<file path="config.mk">
export PLATFORM = sky130hd
export DESIGN_NAME = rr_mux_arbiter
export DESIGN_NICKNAME = d
export VERILOG_FILES = /design/src/rtl/rr_mux_arbiter.sv
export SDC_FILE = /design/constraint.sdc
export NUM_CORES = 1
export LEC_CHECK = 0
export CORE_MARGIN = 3
export CORE_UTILIZATION = 35
export CTS_BUF_LIST = sky130_fd_sc_hd__clkbuf_8
export CTS_CLUSTER_DIAMETER = 80
export CTS_CLUSTER_SIZE = 14
export DETAILED_ROUTE_END_ITERATION = 12
export PLACE_DENSITY = 0.72
export SYNTH_ARGS = -nofsm -noshare
export SYNTH_HDL_FRONTEND = slang
export SYNTH_HIERARCHICAL = 1
export SYNTH_SLANG_ARGS = --single-unit
export TNS_END_PERCENT = 1
</file>
<file path="constraint.sdc">
create_clock -name clock -period 2.2 [get_ports clock]
set_input_delay 0.22 -clock clock [delete_from_list [all_inputs] [get_ports clock]]
set_output_delay 0.22 -clock clock [all_outputs]
set_load 0.05 [all_outputs]
</file>
<file path="src/rtl/rr_mux_arbiter.sv">
// rtl/rr_mux_arbiter.sv - four-port round-robin arbiter driving a mux2_1-based channel mux
module mux2_1 #(
  parameter int WIDTH = 8
) (
  input  logic [WIDTH-1:0] a,
  input  logic [WIDTH-1:0] b,
  input  logic             s,
  output logic [WIDTH-1:0] y
);
  assign y = s ? b : a;
endmodule

module rr_mux_arbiter #(
  parameter int WIDTH    = 8,
  parameter int MAX_HOLD = 4
) (
  input  logic               clock,
  input  logic               reset,
  input  logic [3:0]         req,
  input  logic [4*WIDTH-1:0] in_data,
  input  logic               out_ready,
  output logic               out_valid,
  output logic [WIDTH-1:0]   out_data,
  output logic [1:0]         sel,
  output logic [3:0]         gnt,
  output logic [3:0]         ack
);

  localparam int CW = (MAX_HOLD > 1) ? $clog2(MAX_HOLD) : 1;
  localparam logic [CW-1:0] CNT_LAST = CW'(MAX_HOLD - 1);

  typedef enum logic {IDLE, BUSY} state_t;

  state_t        state, state_nx;
  logic [1:0]    ptr, ptr_nx;
  logic [1:0]    sel_nx;
  logic [3:0]    gnt_nx;
  logic [CW-1:0] cnt, cnt_nx;
  logic          accept;
  logic [1:0]    pick;
  logic          pick_vld;
  logic [1:0]    scan_idx;
  logic [WIDTH-1:0] mux_lo, mux_hi;

  // Two-level tree of 2:1 cells: sel[0] picks within a pair, sel[1] picks the pair.
  mux2_1 #(.WIDTH(WIDTH)) u_mux_lo (
    .a(in_data[0*WIDTH +: WIDTH]), .b(in_data[1*WIDTH +: WIDTH]), .s(sel[0]), .y(mux_lo)
  );
  mux2_1 #(.WIDTH(WIDTH)) u_mux_hi (
    .a(in_data[2*WIDTH +: WIDTH]), .b(in_data[3*WIDTH +: WIDTH]), .s(sel[0]), .y(mux_hi)
  );
  mux2_1 #(.WIDTH(WIDTH)) u_mux_out (
    .a(mux_lo), .b(mux_hi), .s(sel[1]), .y(out_data)
  );

  // Round-robin scan from ptr; walking offsets high-to-low lets the nearest requester win.
  always_comb begin
    pick     = ptr;
    pick_vld = 1'b0;
    scan_idx = ptr;
    for (int k = 3; k >= 0; k--) begin
      scan_idx = ptr + 2'(k);
      if (req[scan_idx]) begin
        pick     = scan_idx;
        pick_vld = 1'b1;
      end
    end
  end

  // State register: grant bookkeeping, cleared synchronously by reset.
  always_ff @(posedge clock) begin
    if (reset) begin
      state <= IDLE;
      ptr   <= 2'd0;
      sel   <= 2'd0;
      gnt   <= 4'd0;
      cnt   <= '0;
    end else begin
      state <= state_nx;
      ptr   <= ptr_nx;
      sel   <= sel_nx;
      gnt   <= gnt_nx;
      cnt   <= cnt_nx;
    end
  end

  // Next-state logic: grant from IDLE, count beats and release from BUSY.
  always_comb begin
    state_nx = state;
    ptr_nx   = ptr;
    sel_nx   = sel;
    gnt_nx   = gnt;
    cnt_nx   = cnt;
    case (state)
      IDLE: begin
        if (pick_vld) begin
          state_nx = BUSY;
          sel_nx   = pick;
          gnt_nx   = 4'b0001 << pick;
          cnt_nx   = '0;
        end
      end
      BUSY: begin
        if (!req[sel] || (accept && cnt == CNT_LAST)) begin
          // Release: the winner's successor gets first look next time; sel keeps the winner.
          state_nx = IDLE;
          gnt_nx   = 4'd0;
          ptr_nx   = sel + 2'd1;
          cnt_nx   = '0;
        end else if (accept) begin
          cnt_nx = cnt + CW'(1);
        end
      end
      default: begin
        state_nx = IDLE;
        gnt_nx   = 4'd0;
        cnt_nx   = '0;
      end
    endcase
  end

  // Outputs: a beat moves only while granted, never in a reset cycle.
  always_comb begin
    out_valid = (state == BUSY) && req[sel] && !reset;
    accept    = out_valid && out_ready;
    ack       = accept ? gnt : 4'd0;
  end

endmodule

</file>
Word-level counts from Yosys, hierarchy flattened

Cells that the tools add are included.

Muxes and demuxes: 32
Equality and inequality tests: 4
Bitwise logic cells: 1
Reductions and logical operators: 11
Shift-type cells: 1
Magnitude comparators: 5
$add $sub $neg: 5

Operators by type and width:

| cell                                                                 | number |
|---|---|
| 8-bit two-way mux                                                    | 3 |
| 2-bit by 3-bit < comparator with 1-bit output, second input constant | 5 |
| 2-bit two-way mux                                                    | 7 |
| 4-bit two-way mux                                                    | 3 |
| 1-bit two-way mux                                                    | 11 |
| 1-bit binary-select mux with 2-bit select                            | 5 |
| 4-bit one-hot mux with 2 select lines                                | 1 |
| 2-bit AND reduction                                                  | 4 |
| 2-bit by 1-bit adder with 2-bit output, second input constant        | 3 |
| 2-bit adder, second input constant                                   | 2 |
| 1-bit logical AND                                                    | 4 |
| 2-bit one-hot mux with 2 select lines                                | 1 |
| 1-bit by 2-bit << shifter with 4-bit output, first input constant    | 1 |
| 3-bit by 1-bit != test with 1-bit output, second input constant      | 1 |
| 2-bit equality test, second input constant                           | 1 |
| 1-bit zero test                                                      | 2 |
| 2-bit by 1-bit != test with 1-bit output, second input constant      | 1 |
| 2-bit != test, second input constant                                 | 1 |
| 1-bit one-hot mux with 2 select lines                                | 1 |
| 1-bit logical OR                                                     | 1 |
| 1-bit inverter                                                       | 1 |

Bits of input ports: 39
Register bits: 11
Word-level logic and storage cells: 64

Depth between registers and ports, before layout

Gate-level depths: netlist of the first run.

Word-level depth: 10
Depth in mapped cells: 5
Mapped depth without buffers: 5

Hierarchy

The synthesis of the first run kept the hierarchy.

Modules (own cells, without submodules):

| module         | sequential area each (um^2) | area each (um^2) | instances | cells an instance |
|---|---|---|---|---|
| rr_mux_arbiter | 220.2                       | 744.5            | 1         | 85 |
| mux2_1         | 0.0                         | 131.4            | 3         | 9 |

Least setup slack after synthesis of the first run

OpenSTA, ideal clock, no wires.

Path kind: flip-flop to output port
Start point: register sel[1]
End point: output port out_valid
Slack: 0.040 ns
Required time: 1.980 ns
Path buffers: 0
Data arrival time: 1.940 ns
Stages on the path, launching flop included: 4
Path through: dfxtp_1 mux2_2 o2bb2ai_1 nor2b_1

Word-level cells in the longest chain between the ends: 4

Ends and longest elaborated chain:

| element                                   | RTL line | source |
|---|---|---|
| start: declaration                        | 24       | `output logic [1:0] sel,` |
| start signal: assignment                  | 81       | `sel <= sel_nx;` |
| 1-bit binary-select mux with 2-bit select | 124      | `out_valid = (state == BUSY) && req[sel] && !reset;` |
| 1-bit two-way mux (not written as such)   | 124      |  |
| 1-bit logical AND (2 in a row)            | 124      |  |
| end: declaration                          | 22       | `output logic out_valid,` |

Every way passes these cells. The select of a mux whose other input is x is not followed.

Worst setup path in the final report of the first run

Start point: register sel[0]
End point: output port out_data[3]

Word-level cells in the longest chain between the ends: 2
Elaborated cells between the ends (all ways): 3
Classes of those cells: mux: 3

Ends and longest elaborated chain:

| element             | RTL line | source |
|---|---|---|
| 8-bit two-way mux   | 10       | `assign y = s ? b : a;` |
| named net mux_lo[3] | 43       | `logic [WIDTH-1:0] mux_lo, mux_hi;` |
| 8-bit two-way mux   | 10       |  |
| end: declaration    | 23       | `output logic [WIDTH-1:0] out_data,` |

The timed path passes the listed nets, and every way through them passes these cells.

==> run metrics, run 1 <==
status finished clean; total congestion overflow 0; FF-to-FF setup slack 590 ps; CP max-delay cell dfxtp_2; Remaining DRCs 0; first-pass GRT wire length 5440 um; Setup WS pre-CTS 156 ps; post-CTS repair timing setup buffer count 0; hold_sp gnt[0]; Clock transition at path regs 50 ps; Seq cells post-synth 11; Final Hold Vio Count 0; Max Fclk 512 MHz; cts bufs inserted 3; Comb power frac 53.9%; Pleak 0.757 nW; XOR/XNOR Fraction of Synth Area 0.769%; initial antenna violation count 0; adder-cell share of the synthesized area 1.10%; CTS tree done; Worst EP arrival 1730 ps; mapped cell area 1140 sq um; Max-slew headroom 66.8%; Synth Warn # 6; crit-path leading delay family multiplexers; Max-Cap Viols 0; WS Path Type reg -> out; final WL 3280 um; Core Area 3080 sq um; final HPWL from detailed placement 2640 um; Clk pwr share 20.6%; pin count of the biggest net entering global routing 14; Antenna Violating Nets Remaining 0; register area 221 sq um; Syn Inst Count 112; worst skew pair latency 230 ps; Critical path origin sel[0]; ANT cells 0; type of origin of the critical path flop; full die area 3970 sq um; Worst Hold Class reg -> reg; Critical R2R Launch sel[0]; Hold EP gnt[0]; Least-Margin Pin Slew 496 ps; Max VDD drop 0.000398 V; Placed Cells 218; count of cell types in the netlist 40; net count after synthesis 152; GRT Total Usage 16.8%; asr flop ratio synth 0%; r2r endpoint ptr[1]; H-tree Lvls 1; fin crit period 1950 ps; Simple-Gate Fraction of Synth Area 19.5%; TNS Setup 0 ps; fin crit share 88.8%; via count 1131; Main synth FF type dfxtp_1; starting utilization of the core area 37.0%; commonest non-fill, non-tap cells in the layout clkdlybuf4s50_1, mux2_4, buf_4, dfxtp_1; Final Util 61.1%; Seq pwr share 25.5%; Max Slew Vio Count 0; first-iteration detailed-routing DRC count 32; IO buf count 57; via-per-instance ratio 5.09; layout cells sized above 1 34.8%; clk_skew 0.251 ps; multi-input gate area in the final layout 860 sq um; First-pass DRT Iterations 4; Power, Total 0.000938 W; Final setup viols 0; Synth Area in Compound Gates 17.9%; R2R depth 4; Critical Path RT 1980 ps; Synth Area per Inst 10.2 sq um; largest family of logic cells by synthesized area multiplexers; die width 63.0 um; P&R area growth vs syn 65.1%; Int Pwr 0.000597 W; multiplexer share of the synthesized area 35.8%; vias in the first global route 1138; crit-path max cell delay 450 ps; fillers 253; CTS Buffer Depth 2; final std cells w/o fill 222; register area share after synthesis 19.3%; DR WL/cell 14.8 um; final worst slack 247 ps; Post-synth EDFFs 0; GP Congestion 0.881; CTS sink cnt 11; critical path endpoint category output port; RSZ-0062 raised after global routing false; Psw 0.000340 W; # rows 20; Ports 58; Root Buffer clkbuf_8; WP buf/inv 2; crit path cell chain buf_4, mux2_4, mux2_4, buf_4; worst hold stages 1; Post-layout nets 219; most common cell after layout, fill and taps aside clkdlybuf4s50_1; sw frac 36.3%; pwr dens 499 nW/um^2; crit-path max FO 10; Die Y 63.0 um
## registers in the layout, summed over array words and instances, names as in the netlist
signal	count
gnt	4
sel	2
ptr	2
state	1
cnt	2
## power groups by stage
stage / sequential, W / combinational [W] / clock, W
after detailed placement: 0.000243 / 0.000503 / 0
after global placement: 0.000241 / 0.000494 / 0
final: 0.000239 / 0.000506 / 0.000193
after CTS: 0.000238 / 0.000507 / 0.000200
after global routing: 0.000242 / 0.000534 / 0.000206
after floorplan: 0.000271 / 0.000302 / 0
## repair_timing
action,in CTS,in global routing
setup endpoints to repair,4,4
gates resized for setup,1,1
hold buffers,0,0
gates cloned,0,0
## area by class of cell
class                   instances  area share, %
inverters                       4          0.799
repair buffers                 67           36.4
clock inverters                 1          0.200
clock buffers                   3           2.20
well taps                      44           2.93
flip-flops and latches         11           11.8
multi-input cells              92           45.7
## metrics by stage
stage	instance area (sq um)	hold slack [ps]
2_1_floorplan	1140	421
3_3_place_gp	1830	467
3_5_place_dp	1830	482
4_1_cts	1880	494
5_1_grt	1880	516
6_report	1880	486
## worst max path at each step
stage,to,slack [ps],cells after the start
6_report,out_data[3],250,4
5_1_grt,ack[2],120,5
4_1_cts,out_data[3],80,4
3_5_place_dp,ack[0],160,6
3_3_place_gp,ack[2],220,6
2_1_floorplan,out_valid,40,3
## logic make-up (layout without fill, tap and decap cells)
family,Yosys count,in the layout
xor gates and xnor gates,1,1
adders and majority gates,1,1
AOI/OAI and AO/OA,26,26
buffers and inverters,9,75
and+or+nand+nor,37,37
muxes,27,27
DFF,11,11
## synth_stat cells (3+ instances only)
master	number	area share, %
nand2b_1	5	2.7
dfxtp_1	11	19
nor2_1	5	1.6
a32o_1	4	3.5
inv_1	4	1.3
buf_6	4	4.0
nand2_1	3	0.99
a21oi_1	6	2.6
mux2_4	24	32
or2_2	3	1.6
and2_1	5	2.7
nor3_1	3	1.3
## per-layer routing
layer	GRT usage (%)	part of all wire, %
met1	19.2	42
met2	29.9	47
met3	6.47	10
met4	2.20	0.34
met5	0	0
No activity file was read; power rests on OpenSTA's default activity.
==> inputs of run 2 (changes only) <==
Settings changed: PLACE_DENSITY 0.72 to not set, PLACE_DENSITY_LB_ADDON set to 0.12, SKIP_LAST_GASP set to 1.
==> run 2 against run 1 <==
Net effect:
- sequential share of layout area is 0.074 points lower
- setup slack worse by 55 ps
- critical path depth up 2
- sequential cell count unchanged
- non-clock buffer count up 1
- die area unchanged
- clock skew up 3.6 ps
- clock power hardly changed
- hold slack improved by 9.0 ps
- core utilization about the same
- first-iteration DRC count fell by 25%
- largest power group unchanged
==> run metrics, run 2 (synthesized netlist as in run 1, its figures left out) <==
status finished clean; ANT cells 0 (unchanged); Max Slew Vio Count 0 (unchanged); layout cells sized above 1 34.1% (-0.75 points); pwr dens 501 nW/um^2 (+0.42%); fin crit share 91.3% (+2.5 points); Placed Cells 219 (+0.46%); Worst EP arrival 1790 ps (+60 ps); Post-layout nets 220 (+0.46%); WP buf/inv 2 (unchanged); Clock transition at path regs 50 ps (about the same); Least-Margin Pin Slew 501 ps (+5.37 ps); Worst path depth 6 (+2); cts bufs inserted 3 (unchanged); Remaining DRCs 0 (unchanged); fin crit period 2010 ps (+55.1 ps); post-CTS repair timing setup buffer count 0 (unchanged); final std cells w/o fill 223 (+0.45%); RSZ-0062 raised after global routing false; IO buf count 57 (unchanged); crit-path max cell delay 520 ps (+70 ps); pin count of the biggest net entering global routing 14 (unchanged); commonest non-fill, non-tap cells in the layout clkdlybuf4s50_1, mux2_4, buf_4, dfxtp_1; Root Buffer clkbuf_8; WS Path Type in -> out; CTS Buffer Depth 2 (unchanged); Final Hold Vio Count 0 (unchanged); First-pass DRT Iterations 4 (unchanged); type of origin of the critical path primary input; clk_skew 3.85 ps (+3.60 ps); critical path endpoint category output port; P&R area growth vs syn 65.2% (about the same); # hold bufs at CTS 0 (unchanged); crit-path leading delay family buffers and inverters; Core Area 3080 sq um (unchanged); H-tree Lvls 1 (unchanged); final HPWL from detailed placement 2750 um (+4.2%); full die area 3970 sq um (unchanged); via-per-instance ratio 5.09 (about the same); total congestion overflow 0 (unchanged); starting utilization of the core area 37.0% (unchanged); GP Congestion 0.807 (-8.4%); GRT Total Usage 17.4% (+0.65 points); initial antenna violation count 0 (unchanged); TNS Setup 0 ps (unchanged); Die Y 63.0 um (unchanged); via count 1136 (+0.44%); GR Util met2 31.5% (+1.6 points); r2r endpoint ptr[1]; Worst Hold Class reg -> reg; Critical Path RT 1980 ps (about the same); worst skew pair latency 230 ps (about the same); DR WL/cell 14.9 um (+0.98%); final WL 3320 um (+1.4%); first-pass GRT wire length 5700 um (+4.7%); Critical path origin req[1]; Max VDD drop 0.000411 V (+3.2%); Setup crit end ack[0]; Largest Register gnt; grt peak-use layer met2; vias in the first global route 1184 (+4.0%); die width 63.0 um (unchanged); max reg flops 4 (unchanged); Antenna Violating Nets Remaining 0 (unchanged); Critical R2R Launch sel[0]; most common cell after layout, fill and taps aside clkdlybuf4s50_1; R2R depth 4 (unchanged); Pleak 0.760 nW (+0.45%); Max Fclk 498 MHz (-2.7%); CP max-delay cell clkdlybuf4s50_1; CTS sink cnt 11 (unchanged); # rows 20 (unchanged); CTS tree done; Max-Cap Viols 0 (unchanged); grt met3 use 4.68% (-1.8 points); crit-path max FO 4 (-6); FF-to-FF setup slack 590 ps (about the same); Ports 58 (unchanged); Max-slew headroom 66.5% (-0.36 points); Final setup viols 0 (unchanged); met1 Use GR 19.9% (+0.70 points); fillers 262 (+3.6%); crit path cell chain clkdlybuf4s50_1, mux2i_1, o2bb2ai_1, nor3b_1, and2_1, buf_12; first-iteration detailed-routing DRC count 24 (-25%); post_cts resized 0 (-1)
run 2: cell count changes in the layout (fill, tap and decap cells not counted), sizes merged:
cell  previous run  this run
buf             25        26
run 2: power breakdown:
group / internal (W) / total, W / switching, W
registers: 0.000216 / 0.000237 / 0.0000209
clock network: 0.000122 / 0.000195 / 0.0000725
logic: 0.000261 / 0.000511 / 0.000250
total: 0.000599 / 0.000942 / 0.000343
run 2: final cells by class:
type / instances / area, sq um / share of cell area, %
sequential: 11 / 220 / 11.7
tap: 44 / 55.1 / 2.93
multi-input combinational: 92 / 855 / 45.4
timing repair buffer: 68 / 691 / 36.7
inverter: 4 / 15.0 / 0.798
clock inverter: 1 / 3.75 / 0.200
clock buffer: 3 / 41.3 / 2.20
run 2: worst min path at each step:
stage          startpoint  endpoint  slack, ps  cells after the start
5_1_grt            gnt[2]    gnt[2]        510                      1
3_5_place_dp       gnt[1]    gnt[1]        480                      1
2_1_floorplan   out_ready    cnt[0]        420                      2
3_3_place_gp       cnt[1]    cnt[1]        470                      2
4_1_cts            gnt[1]    gnt[1]        500                      1
6_report           gnt[1]    gnt[1]        490                      1
run 2: routing by layer:
layer / up-vias / wire (um)
li1: 556 / -
met1: 537 / 1430
met2: 38 / 1680
met3: 5 / 194
met4: 0 / 23
met5: - / 0
run 2: stage by stage:
stage               total power (W)  worst slack [ps]  hold WS [ps]  util (%)  instance area [sq um]
floorplan                  0.000572              40.1           421         -                   1140
global placement           0.000741               265           469      59.6                   1840
global route               0.000995              31.7           513      61.1                   1880
detailed placement         0.000750               167           483      59.6                   1840
CTS                        0.000948               167           500      61.1                   1880
finish                     0.000942               192           495      61.1                   1880
